==> config.mk <==
export PLATFORM = sky130hd
export DESIGN_NAME = lsu_bridge_flat
export DESIGN_NICKNAME = d
export VERILOG_FILES = /design/src/rtl/lsu_pkg.sv /design/src/rtl/lsu_bridge_if.sv /design/src/rtl/lsu_load_align.sv /design/src/rtl/lsu_bridge.sv /design/src/flat_wrapper.sv
export SDC_FILE = /design/constraint.sdc
export NUM_CORES = 1
export LEC_CHECK = 0
export ABC_CLOCK_PERIOD_IN_PS = 6800
export CAP_MARGIN = 0
export CORE_MARGIN = 10
export CORE_UTILIZATION = 48
export DETAILED_ROUTE_END_ITERATION = 8
export GPL_TIMING_DRIVEN = 0
export PLACE_DENSITY = 0.93
export REMOVE_ABC_BUFFERS = 1
export SLEW_MARGIN = 5
export SYNTH_ARGS = -nofsm -noshare
export SYNTH_HDL_FRONTEND = slang
export SYNTH_SLANG_ARGS = --single-unit
==> constraint.sdc <==
create_clock -name clk -period 6.8 [get_ports clk]
set_clock_uncertainty 0.2 [all_clocks]
set_input_delay 0.68 -clock clk [delete_from_list [all_inputs] [get_ports clk]]
set_output_delay 0.68 -clock clk [all_outputs]
set_load 0.02 [all_outputs]
==> src/rtl/lsu_pkg.sv <==
// Shared types and lane helpers for the load/store bridge.
package lsu_pkg;

  typedef enum logic [1:0] {
    BYTE = 2'b00,
    HALF = 2'b01,
    WORD = 2'b10
  } lsu_type_e;

  typedef enum logic [1:0] {
    IDLE,
    WAIT_GNT,
    WAIT_RVALID
  } lsu_state_e;

  typedef enum logic [1:0] {
    NONE     = 2'b00,
    MISALIGN = 2'b01,
    BUS      = 2'b10,
    TIMEOUT  = 2'b11
  } lsu_err_e;

  // The reserved size code 2'b11 is reported as misaligned.
  function automatic logic is_misaligned(input logic [1:0] ty, input logic [1:0] lo);
    case (ty)
      BYTE:    return 1'b0;
      HALF:    return lo[0];
      WORD:    return lo != 2'b00;
      default: return 1'b1;
    endcase
  endfunction

  function automatic logic [3:0] be_gen(input logic [1:0] ty, input logic [1:0] lo);
    case (ty)
      BYTE:    return 4'b0001 << lo;
      HALF:    return 4'b0011 << {lo[1], 1'b0};
      default: return 4'b1111;
    endcase
  endfunction

  function automatic logic [31:0] wdata_gen(input logic [1:0] ty, input logic [31:0] wdata);
    case (ty)
      BYTE:    return {4{wdata[7:0]}};
      HALF:    return {2{wdata[15:0]}};
      default: return wdata;
    endcase
  endfunction

endpackage

==> src/rtl/lsu_bridge_if.sv <==
// Data-memory bus: req/gnt request phase followed by an rvalid response phase.
interface lsu_bridge_if;
  import lsu_pkg::*;

  logic        data_req_o;
  logic [31:0] data_addr_o;
  logic        data_we_o;
  logic [3:0]  data_be_o;
  logic [31:0] data_wdata_o;
  logic        data_gnt_i;
  logic        data_rvalid_i;
  logic [31:0] data_rdata_i;
  logic        data_err_i;

  modport master (
    output data_req_o, data_addr_o, data_we_o, data_be_o, data_wdata_o,
    input  data_gnt_i, data_rvalid_i, data_rdata_i, data_err_i
  );

  modport slave (
    input  data_req_o, data_addr_o, data_we_o, data_be_o, data_wdata_o,
    output data_gnt_i, data_rvalid_i, data_rdata_i, data_err_i
  );
endinterface

==> src/rtl/lsu_load_align.sv <==
// Moves the addressed lane of the bus word to bit 0 and sign/zero-extends it.
module lsu_load_align
  import lsu_pkg::*;
(
  input  logic [31:0] data_rdata_i,
  input  logic [1:0]  addr_lo,
  input  lsu_type_e   ty,
  input  logic        sign_ext,
  output logic [31:0] lsu_rdata_o
);
  logic [31:0] shifted;

  assign shifted = data_rdata_i >> {addr_lo, 3'b000};

  always_comb begin
    lsu_rdata_o = shifted;
    case (ty)
      BYTE:    lsu_rdata_o = {{24{sign_ext & shifted[7]}}, shifted[7:0]};
      HALF:    lsu_rdata_o = {{16{sign_ext & shifted[15]}}, shifted[15:0]};
      default: lsu_rdata_o = shifted;
    endcase
  end
endmodule

==> src/rtl/lsu_bridge.sv <==
// MEM-stage load/store unit: one access becomes one req/gnt/rvalid bus transaction.
module lsu_bridge
  import lsu_pkg::*;
#(
  parameter int unsigned DATA_WIDTH     = 32,
  parameter int unsigned TIMEOUT_CYCLES = 16
) (
  input  logic                  clk,
  input  logic                  rst_n,
  input  logic                  lsu_req_i,
  input  logic                  lsu_we_i,
  input  logic [1:0]            lsu_type_i,
  input  logic                  lsu_sign_ext_i,
  input  logic [DATA_WIDTH-1:0] lsu_addr_i,
  input  logic [DATA_WIDTH-1:0] lsu_wdata_i,
  output logic                  lsu_busy_o,
  output logic [DATA_WIDTH-1:0] lsu_rdata_o,
  output logic                  lsu_rdata_valid_o,
  output logic                  lsu_err_o,
  output logic [1:0]            lsu_err_type_o,
  lsu_bridge_if.master          data_bus
);
  localparam int unsigned CW = $clog2(TIMEOUT_CYCLES + 1);

  lsu_state_e  state_q, state_d;
  logic [CW-1:0] cnt_q, cnt_d, cnt_inc;
  logic        timeout_hit, accept, complete;
  logic        err_d, err_q, rvalid_d, rvalid_q;
  lsu_err_e    err_type_d, err_type_q;
  logic [31:0] addr_q, wdata_q, rdata_q, aligned;
  logic [3:0]  be_q;
  logic [1:0]  lo_q;
  logic        we_q, sign_q;
  lsu_type_e   type_q;

  // Counter saturates so the limit compare stays valid however long we wait.
  assign cnt_inc     = (cnt_q == CW'(TIMEOUT_CYCLES)) ? cnt_q : cnt_q + 1'b1;
  assign timeout_hit = (cnt_inc == CW'(TIMEOUT_CYCLES));

  always_comb begin
    state_d    = state_q;
    cnt_d      = cnt_q;
    accept     = 1'b0;
    complete   = 1'b0;
    err_d      = 1'b0;
    err_type_d = NONE;
    rvalid_d   = 1'b0;
    case (state_q)
      IDLE: begin
        if (lsu_req_i) begin
          if (is_misaligned(lsu_type_i, lsu_addr_i[1:0])) begin
            err_d      = 1'b1;
            err_type_d = MISALIGN;
          end else begin
            accept  = 1'b1;
            state_d = WAIT_GNT;
            cnt_d   = '0;
          end
        end
      end
      WAIT_GNT: begin
        cnt_d = cnt_inc;
        if (data_bus.data_gnt_i && data_bus.data_rvalid_i) begin
          complete = 1'b1;
        end else if (timeout_hit) begin
          state_d    = IDLE;
          err_d      = 1'b1;
          err_type_d = TIMEOUT;
        end else if (data_bus.data_gnt_i) begin
          state_d = WAIT_RVALID;
        end
      end
      WAIT_RVALID: begin
        cnt_d = cnt_inc;
        if (data_bus.data_rvalid_i) begin
          complete = 1'b1;
        end else if (timeout_hit) begin
          state_d    = IDLE;
          err_d      = 1'b1;
          err_type_d = TIMEOUT;
        end
      end
      default: state_d = IDLE;
    endcase
    if (complete) begin
      state_d = IDLE;
      if (data_bus.data_err_i) begin
        err_d      = 1'b1;
        err_type_d = BUS;
      end else if (!we_q) begin
        rvalid_d = 1'b1;
      end
    end
  end

  lsu_load_align u_align (
    .data_rdata_i (data_bus.data_rdata_i),
    .addr_lo      (lo_q),
    .ty           (type_q),
    .sign_ext     (sign_q),
    .lsu_rdata_o  (aligned)
  );

  always_ff @(posedge clk or negedge rst_n) begin
    if (!rst_n) begin
      state_q    <= IDLE;
      cnt_q      <= '0;
      err_q      <= 1'b0;
      err_type_q <= NONE;
      rvalid_q   <= 1'b0;
      rdata_q    <= '0;
      addr_q     <= '0;
      wdata_q    <= '0;
      be_q       <= '0;
      lo_q       <= '0;
      we_q       <= 1'b0;
      sign_q     <= 1'b0;
      type_q     <= BYTE;
    end else begin
      state_q    <= state_d;
      cnt_q      <= cnt_d;
      err_q      <= err_d;
      err_type_q <= err_type_d;
      rvalid_q   <= rvalid_d;
      if (rvalid_d) rdata_q <= aligned;
      if (accept) begin
        addr_q  <= {lsu_addr_i[31:2], 2'b00};
        wdata_q <= wdata_gen(lsu_type_i, lsu_wdata_i);
        be_q    <= be_gen(lsu_type_i, lsu_addr_i[1:0]);
        lo_q    <= lsu_addr_i[1:0];
        we_q    <= lsu_we_i;
        sign_q  <= lsu_sign_ext_i;
        type_q  <= lsu_type_e'(lsu_type_i);
      end
    end
  end

  assign lsu_busy_o        = (state_q != IDLE);
  assign lsu_rdata_o       = rdata_q;
  assign lsu_rdata_valid_o = rvalid_q;
  assign lsu_err_o         = err_q;
  assign lsu_err_type_o    = err_type_q;

  assign data_bus.data_req_o   = (state_q == WAIT_GNT);
  assign data_bus.data_addr_o  = addr_q;
  assign data_bus.data_we_o    = we_q;
  assign data_bus.data_be_o    = be_q;
  assign data_bus.data_wdata_o = wdata_q;
endmodule

==> src/flat_wrapper.sv <==
// flat-port wrapper written by rule: the top's interface ports become plain ports
module lsu_bridge_flat import lsu_pkg::*;
#(
  parameter int unsigned DATA_WIDTH     = 32,
  parameter int unsigned TIMEOUT_CYCLES = 16
)
  (clk, rst_n, lsu_req_i, lsu_we_i, lsu_type_i, lsu_sign_ext_i, lsu_addr_i, lsu_wdata_i, lsu_busy_o, lsu_rdata_o, lsu_rdata_valid_o, lsu_err_o, lsu_err_type_o, data_bus_data_req_o, data_bus_data_addr_o, data_bus_data_we_o, data_bus_data_be_o, data_bus_data_wdata_o, data_bus_data_gnt_i, data_bus_data_rvalid_i, data_bus_data_rdata_i, data_bus_data_err_i);
  lsu_bridge_if data_bus_i ();
  input  logic clk;
  input  logic rst_n;
  input  logic lsu_req_i;
  input  logic lsu_we_i;
  input  logic [1:0] lsu_type_i;
  input  logic lsu_sign_ext_i;
  input  logic [DATA_WIDTH-1:0] lsu_addr_i;
  input  logic [DATA_WIDTH-1:0] lsu_wdata_i;
  output logic lsu_busy_o;
  output logic [DATA_WIDTH-1:0] lsu_rdata_o;
  output logic lsu_rdata_valid_o;
  output logic lsu_err_o;
  output logic [1:0] lsu_err_type_o;
  output wire logic [$bits(data_bus_i.data_req_o)-1:0] data_bus_data_req_o;
  output wire logic [$bits(data_bus_i.data_addr_o)-1:0] data_bus_data_addr_o;
  output wire logic [$bits(data_bus_i.data_we_o)-1:0] data_bus_data_we_o;
  output wire logic [$bits(data_bus_i.data_be_o)-1:0] data_bus_data_be_o;
  output wire logic [$bits(data_bus_i.data_wdata_o)-1:0] data_bus_data_wdata_o;
  input wire logic [$bits(data_bus_i.data_gnt_i)-1:0] data_bus_data_gnt_i;
  input wire logic [$bits(data_bus_i.data_rvalid_i)-1:0] data_bus_data_rvalid_i;
  input wire logic [$bits(data_bus_i.data_rdata_i)-1:0] data_bus_data_rdata_i;
  input wire logic [$bits(data_bus_i.data_err_i)-1:0] data_bus_data_err_i;
  assign data_bus_data_req_o = data_bus_i.data_req_o;
  assign data_bus_data_addr_o = data_bus_i.data_addr_o;
  assign data_bus_data_we_o = data_bus_i.data_we_o;
  assign data_bus_data_be_o = data_bus_i.data_be_o;
  assign data_bus_data_wdata_o = data_bus_i.data_wdata_o;
  assign data_bus_i.data_gnt_i = data_bus_data_gnt_i;
  assign data_bus_i.data_rvalid_i = data_bus_data_rvalid_i;
  assign data_bus_i.data_rdata_i = data_bus_data_rdata_i;
  assign data_bus_i.data_err_i = data_bus_data_err_i;
  lsu_bridge #(.DATA_WIDTH(DATA_WIDTH), .TIMEOUT_CYCLES(TIMEOUT_CYCLES)) u_core (.clk(clk), .rst_n(rst_n), .lsu_req_i(lsu_req_i), .lsu_we_i(lsu_we_i), .lsu_type_i(lsu_type_i), .lsu_sign_ext_i(lsu_sign_ext_i), .lsu_addr_i(lsu_addr_i), .lsu_wdata_i(lsu_wdata_i), .lsu_busy_o(lsu_busy_o), .lsu_rdata_o(lsu_rdata_o), .lsu_rdata_valid_o(lsu_rdata_valid_o), .lsu_err_o(lsu_err_o), .lsu_err_type_o(lsu_err_type_o), .data_bus(data_bus_i));
endmodule
# --- After elaboration in Yosys (flattened, before gate mapping) ---
# Cells that the tools add are included.
totals:
  latchBits: 0
  mem_bits_ro: 0
  mem_count: 0
  register_bits: 115
  ram_bits: 0
classes:
  div: 0
  n_lt_le_gt_ge: 0
  multipliers: 0
  shifts: 3
  n_reduce_logical: 10
  mux: 44
  addsub: 1
  bitwise_logic: 2
  n_eq_ne: 15
op_table:
  columns: ["op", "count"]
  rows:
  - ["$pmux W32 S2", 2]
  - ["$shr A32 B5 Y32", 1]
  - ["$mux W2", 14]
  - ["$mux W1", 18]
  - ["$mux W5", 3]
  - ["$ne A3 B2 Y1 const B", 4]
  - ["$pmux W2 S3", 2]
  - ["$eq A5 B5 Y1 const B", 2]
  - ["$pmux W5 S2", 1]
  - ["$pmux W4 S2", 1]
  - ["$eq A2 B1 Y1 const B", 3]
  - ["$logic_not A2 Y1", 3]
  - ["$pmux W1 S3", 2]
  - ["$reduce_and A6 Y1", 1]
  - ["$reduce_bool A2 Y1", 3]
  - ["$add A5 B1 Y5 const B", 1]
  - ["$eq A2 B2 Y1 const B", 2]
  - ["$ne A2 B2 Y1 const B", 2]
  - ["$ne A4 B1 Y1 const B", 1]
  - ["$shl A1 B2 Y4 const A", 1]
  - ["$shl A2 B2 Y4 const A", 1]
  - ["$ne A3 B1 Y1 const B", 1]
  - ["$reduce_and A3 Y1", 1]
  - ["$and A1 B1 Y1", 2]
  - ["other kinds (3)", 3]

# --- Longest topological paths before layout ---
depth:
  word_depth: 9
  mapped_depth: 8
  depth_no_buf: 7

# --- Cells and area by module ---
# A second synthesis with hierarchy kept.
hier_totals:
  cells_unflattened: 501
  hier_area_um2: 5929.4
modules_own_cells:
  columns: ["module", "n_inst", "cells_per_inst", "area_per_inst_um2", "seq_area_each_um2"]
  rows:
  - ["lsu_bridge", 1, 395, 5121.2, 2877.8]
  - ["lsu_load_align", 1, 106, 808.3, 0.0]

# --- Worst setup path before layout ---
# Ideal clock, no wire load.
synth_path:
  kind: "register to register"
  from: "reg u_core.state_q[1]"
  to: "reg u_core.rdata_q[2], in the netlist u_core.lsu_rdata_o[2]"
  arrival_ns: 1.896
  setup_slack_ns: 4.579
  synth_period_minus_slack_ns: 2.221
  n_path_buf: 1
  required_ns: 6.475
  stages_incl_launch_ff: 8
  cell_sequence: "dfrtp_1 inv_1 ha_1 a21o_1 nand4_1 inv_1 buf_2 mux2_2"
synth_between:
  elab_chain_len: 3
  elab_cells_between_ends: 4
synth_lines:
  columns: ["element", "line_no", "rtl"]
  rows:
  - ["start: declaration", "lsu_bridge.sv:25", "lsu_state_e state_q, state_d;"]
  - ["start signal: assignment", "lsu_bridge.sv:120", "state_q <= state_d;"]
  - ["$eq A2 B1 Y1", null, null]
  - ["via data_bus_data_req_o", "flat_wrapper.sv:22", "output wire logic [$bits(data_bus_i.data_req_o)-1:0] data_bus_data_req_o;"]
  - ["$pmux W1 S2", "lsu_bridge.sv:48", "case (state_q)"]
  - ["$mux W1", "lsu_bridge.sv:85", "if (complete) begin"]
  - ["end signal: assignment", "lsu_bridge.sv:125", "if (rvalid_d) rdata_q <= aligned;"]
  - ["end: declaration", "lsu_bridge.sv:30", "logic [31:0] addr_q, wdata_q, rdata_q, aligned;"]
# The timed path passes the listed nets, and every way through them passes these cells.
# A chain may end at the register's enable or synchronous reset.

# --- Final worst setup path ---
layout_path:
  from: "in lsu_type_i[0]"
  to: "reg u_core.addr_q[27], in the netlist u_core.data_bus.data_addr_o[27]"
layout_between:
  elab_chain_len: 7
  elab_cells_between_ends: 9
layout_lines:
  columns: ["element", "line_no", "rtl"]
  rows:
  - ["start: declaration", "flat_wrapper.sv:13", "input logic [1:0] lsu_type_i;"]
  - ["$eq A2 B2 Y1, or another cell as far along", "lsu_pkg.sv:25", "case (ty)"]
  - ["$pmux W1 S3 (*)", "lsu_pkg.sv:25", null]
  - ["$mux W1 (*)", "lsu_bridge.sv:50", "if (lsu_req_i) begin"]
  - ["$mux W1 (*)", "lsu_bridge.sv:48", null]
  - ["$mux W1 (*)", "lsu_bridge.sv:51", "if (is_misaligned(lsu_type_i, lsu_addr_i[1:0])) begin"]
  - ["$mux W1 (*)", "lsu_bridge.sv:50", null]
  - ["$mux W1 (*)", "lsu_bridge.sv:48", null]
  - ["end signal: assignment", "lsu_bridge.sv:127", "addr_q <= {lsu_addr_i[31:2], 2'b00};"]
  - ["end: declaration", "lsu_bridge.sv:30", null]
# Mark *: on every way between the ends. The rest lies on a longest branch, timed or not. The select of a mux whose other input is x is not followed.

==> impl_metrics.json <==
{
  "reg2reg_from": "u_core.lo_q[1]$_DFFE_PN0P_",
  "drv.max_cap_violation_count": 0,
  "ys_seq_area_frac": 0.506,
  "xor_and_xnor_area_share_after_synthesis": 0.00154,
  "postRouteWirelength_mm": 18.0,
  "power_density_nw_per_um2": 481,
  "gp_routability_congestion": 0.876,
  "drive_gt1_frac": 0.130,
  "post-route-period-util": 0.489,
  "placement_rows": 39,
  "drt_first_iter_violations": 403,
  "fp.dieArea_um2": 16600,
  "grt_pass1_wl_mm": 28.0,
  "leakage_nw": 3.75,
  "grt_start_max_net_pins": 101,
  "clock_tree_from_tritoncts": "yes",
  "post_synthesis_sequential_element_count": 115,
  "critPathArrivalTime_ns": 3.41,
  "io_pins": 213,
  "synth_edf_count": 0,
  "post-route-drc-count": 0,
  "timing_max_transition_violations_final": 0,
  "ctsResizeCount": 0,
  "criticalPathCategory": "primary input to register",
  "number_of_warnings_issued_by_yosys": 0,
  "cts.reportedPaths.clkPinSlew_ns": 0.05,
  "hold_removal_path_class": "primary input to async pin",
  "worst-path-max-fanout": 61,
  "clock_tree.buffer_depth": 2,
  "io_buffer_count": 210,
  "setup.reg_to_reg.worst_slack_ns": 3.92,
  "netlist_instances": 499,
  "clock.fmax_mhz": 301,
  "chipWidth_um": 129,
  "status": "complete, no violations",
  "instances_no_fill": 852,
  "layout_min_cycle_time_ns": 3.32,
  "post_synth_fa_ha_maj_area_fraction": 0.0132,
  "total_track_usage": 0.212,
  "wire_per_inst_um": 21.2,
  "synth-compound-area-share": 0.141,
  "nNetsFinal": 812,
  "globalRoute.totalOverflow": 0,
  "postSynth.topFlopCell": "sky130_fd_sc_hd__dfrtp_1",
  "worst_setup_path_start_kind": "primary input",
  "postSynth.asyncResetShare": 1.00,
  "htreeDepth": 4,
  "slew_headroom": 0.299,
  "postSynthAreaPerCell_um2": 11.4,
  "total_cts_buffers": 17,
  "number_of_diodes": 0,
  "worstPathRequired_ns": 6.88,
  "first_global_vias": 5204,
  "chipHeight_um": 129,
  "crit_path_end_kind": "register",
  "fp.coreArea_um2": 11500,
  "antenna_found_initial": 0,
  "rsz0062_at_grt": "no",
  "worst_slew_pin_slew_ns": 1.05,
  "cts_setup_buffers": 0,
  "post_cts_hold_buffer_count": 0,
  "insertion_delay_to_the_later_sink_of_the_worst_skew_pair_ns": 0.40,
  "areaGrowthSynthToFinish_pct": 47.8,
  "starting_density": 0.493,
  "finalHoldViolations": 0,
  "synth_top_family_by_area": "multiplexers",
  "root_buffer": "sky130_fd_sc_hd__clkbuf_16",
  "setup_tns_ns": 0,
  "synth_simple_gate_area_share": 0.0995,
  "cts_sinks": 115,
  "routed_via_density": 5.56,
  "post_synth_instance_area_um2": 5680,
  "yosysUniqueCellTypes": 57,
  "detailroute.via_count": 4736,
  "hpwlAfterDp_mm": 13.1,
  "setup_violations": 0,
  "worst-r2r-cell-count": 4,
  "drtPass1Iterations": 5,
  "worst_r2r_endpoint": "u_core.lsu_rdata_o[19]$_DFFE_PN0P_",
  "placedCellCount": 823,
  "post_synth_mux_area_share": 0.201,
  "drt.antenna.violating_nets": 0,
  "overall_power_w": 0.00404,
  "power.ir.vdd_worst_mv": 0.285
}
[worst max-delay path: stages]
cell	delay, ns
sky130_fd_sc_hd__clkdlybuf4s50_1	0.86
sky130_fd_sc_hd__or2_4	0.49
sky130_fd_sc_hd__o21bai_4	0.15
sky130_fd_sc_hd__nand3_4	0.42
sky130_fd_sc_hd__buf_16	0.40
sky130_fd_sc_hd__mux2_4	0.35
[synthesized netlist by cell type, drive strengths merged, types with 2 or more instances]
master / count / area (µm²)
dfrtp: 115 / 2880
mux2: 51 / 724
nand2: 48 / 180
mux2i: 42 / 420
a21oi: 39 / 195
nor2: 39 / 146
o21ai: 39 / 195
buf: 18 / 124
clkbuf: 13 / 50.0
nor2b: 10 / 62.6
a211oi: 9 / 85.1
inv: 8 / 30.0
o21a: 8 / 60.1
o22a: 8 / 70.1
ha: 6 / 75.1
nand3: 6 / 42.5
nand2b: 5 / 31.3
a21o: 3 / 22.5
or2: 3 / 21.3
a22o: 2 / 17.5
nand4: 2 / 12.5
nor4: 2 / 12.5
o21bai: 2 / 26.3
o31ai: 2 / 28.8
[layout by cell type (no fill, tap or decap), types with 2 or more instances in the layout]
| cell | netlist | routed |
|---|---|---|
| sky130_fd_sc_hd__clkdlybuf4s50_1 | 0 | 208 |
| sky130_fd_sc_hd__dfrtp_1 | 115 | 114 |
| sky130_fd_sc_hd__nand2_1 | 48 | 48 |
| sky130_fd_sc_hd__mux2i_1 | 42 | 42 |
| sky130_fd_sc_hd__mux2_4 | 40 | 40 |
| sky130_fd_sc_hd__a21oi_1 | 39 | 39 |
| sky130_fd_sc_hd__nor2_1 | 39 | 39 |
| sky130_fd_sc_hd__o21ai_0 | 38 | 38 |
| sky130_fd_sc_hd__clkbuf_16 | 0 | 17 |
| sky130_fd_sc_hd__nor2b_1 | 10 | 10 |
| sky130_fd_sc_hd__inv_1 | 8 | 8 |
| sky130_fd_sc_hd__o21a_1 | 8 | 8 |
| sky130_fd_sc_hd__mux2_2 | 8 | 8 |
| sky130_fd_sc_hd__o22a_1 | 8 | 8 |
| sky130_fd_sc_hd__a211oi_1 | 7 | 7 |
| sky130_fd_sc_hd__ha_1 | 6 | 6 |
| sky130_fd_sc_hd__nand3_1 | 5 | 5 |
| sky130_fd_sc_hd__nand2b_1 | 5 | 5 |
| sky130_fd_sc_hd__clkbuf_8 | 0 | 5 |
| sky130_fd_sc_hd__a21o_1 | 3 | 3 |
| sky130_fd_sc_hd__mux2_1 | 3 | 3 |
| sky130_fd_sc_hd__clkinv_2 | 0 | 3 |
| sky130_fd_sc_hd__nand4_1 | 2 | 2 |
| sky130_fd_sc_hd__a22o_1 | 2 | 2 |
| sky130_fd_sc_hd__nor4_1 | 2 | 2 |
| sky130_fd_sc_hd__conb_1 | 1 | 2 |
| sky130_fd_sc_hd__buf_16 | 0 | 2 |
[layout make-up]
type                    instances  area, µm²
clock buffers                  23        498
clock inverters                 5       52.6
fillers                       753       3120
inverters                       8       30.0
multi-input cells             346       2600
flip-flops and latches        115       2880
well taps                     143        179
repair buffers                212       2150
[sequential cells by signal, indices dropped and copies added (netlist names)]
name                          cells
u_core.data_bus.data_wdata_o     32
u_core.lsu_rdata_o               32
u_core.data_bus.data_addr_o      30
u_core.cnt_q                      5
u_core.data_bus.data_be_o         4
u_core.lo_q                       2
u_core.lsu_err_type_o             2
u_core.state_q                    2
u_core.type_q                     2
u_core.data_bus.data_we_o         1
u_core.lsu_err_o                  1
u_core.lsu_rdata_valid_o          1
u_core.sign_q                     1
[stage by stage]
step / hold WS [ns] / util / instance area [µm²] / worst slack [ns]
after floorplan: 0.184 / - / 5510 / 4.02
after global placement: 0.260 / 0.677 / 7790 / 0.559
after detailed placement: 0.271 / 0.679 / 7820 / 2.17
after CTS: 0.0109 / 0.727 / 8370 / 2.58
after global routing: 0.0278 / 0.729 / 8400 / 3.38
final: 0.00140 / 0.729 / 8400 / 3.48
[metal layers]
metal,track usage,up-vias,part of all wire
met3,0.0850,17,0.098
met4,0.0682,0,0.011
li1,-,2155,-
met5,0,-,0
met2,0.378,206,0.52
met1,0.224,2358,0.37
[worst max-delay path by stage]
stage	start	endpoint	slack [ns]
final	lsu_type_i[0]	u_core.data_bus.data_addr_o[27]$_DFFE_PN0P_	3.48
after global routing	lsu_type_i[0]	u_core.data_bus.data_addr_o[29]$_DFFE_PN0P_	3.38
after CTS	lsu_type_i[1]	u_core.data_bus.data_addr_o[30]$_DFFE_PN0P_	2.58
after detailed placement	lsu_type_i[1]	u_core.data_bus.data_addr_o[30]$_DFFE_PN0P_	2.17
after global placement	rst_n	u_core.data_bus.data_addr_o[21]$_DFFE_PN0P_	0.56
after floorplan	lsu_type_i[0]	u_core.data_bus.data_addr_o[28]$_DFFE_PN0P_	4.02
[cells by family (layout without fill, tap and decap cells)]
group	count (synthesis)	after routing
and+or+nand+nor	122	122
other	1	2
DFF	115	115
adders and majority gates	6	6
buffers and inverters	39	248
muxes	93	93
AOI/OAI and AO/OA	122	122
xor gates and xnor gates	1	1
[power by group]
group | internal (W) | leakage, nW | switching [W]
registers | 0.00101 | 1.41 | 0.000274
logic | 0.000972 | 2.07 | 0.000950
clock network | 0.000540 | 0.273 | 0.000297
total | 0.00252 | 3.75 | 0.00152
Note: power is estimated with default switching activity, not from simulation.
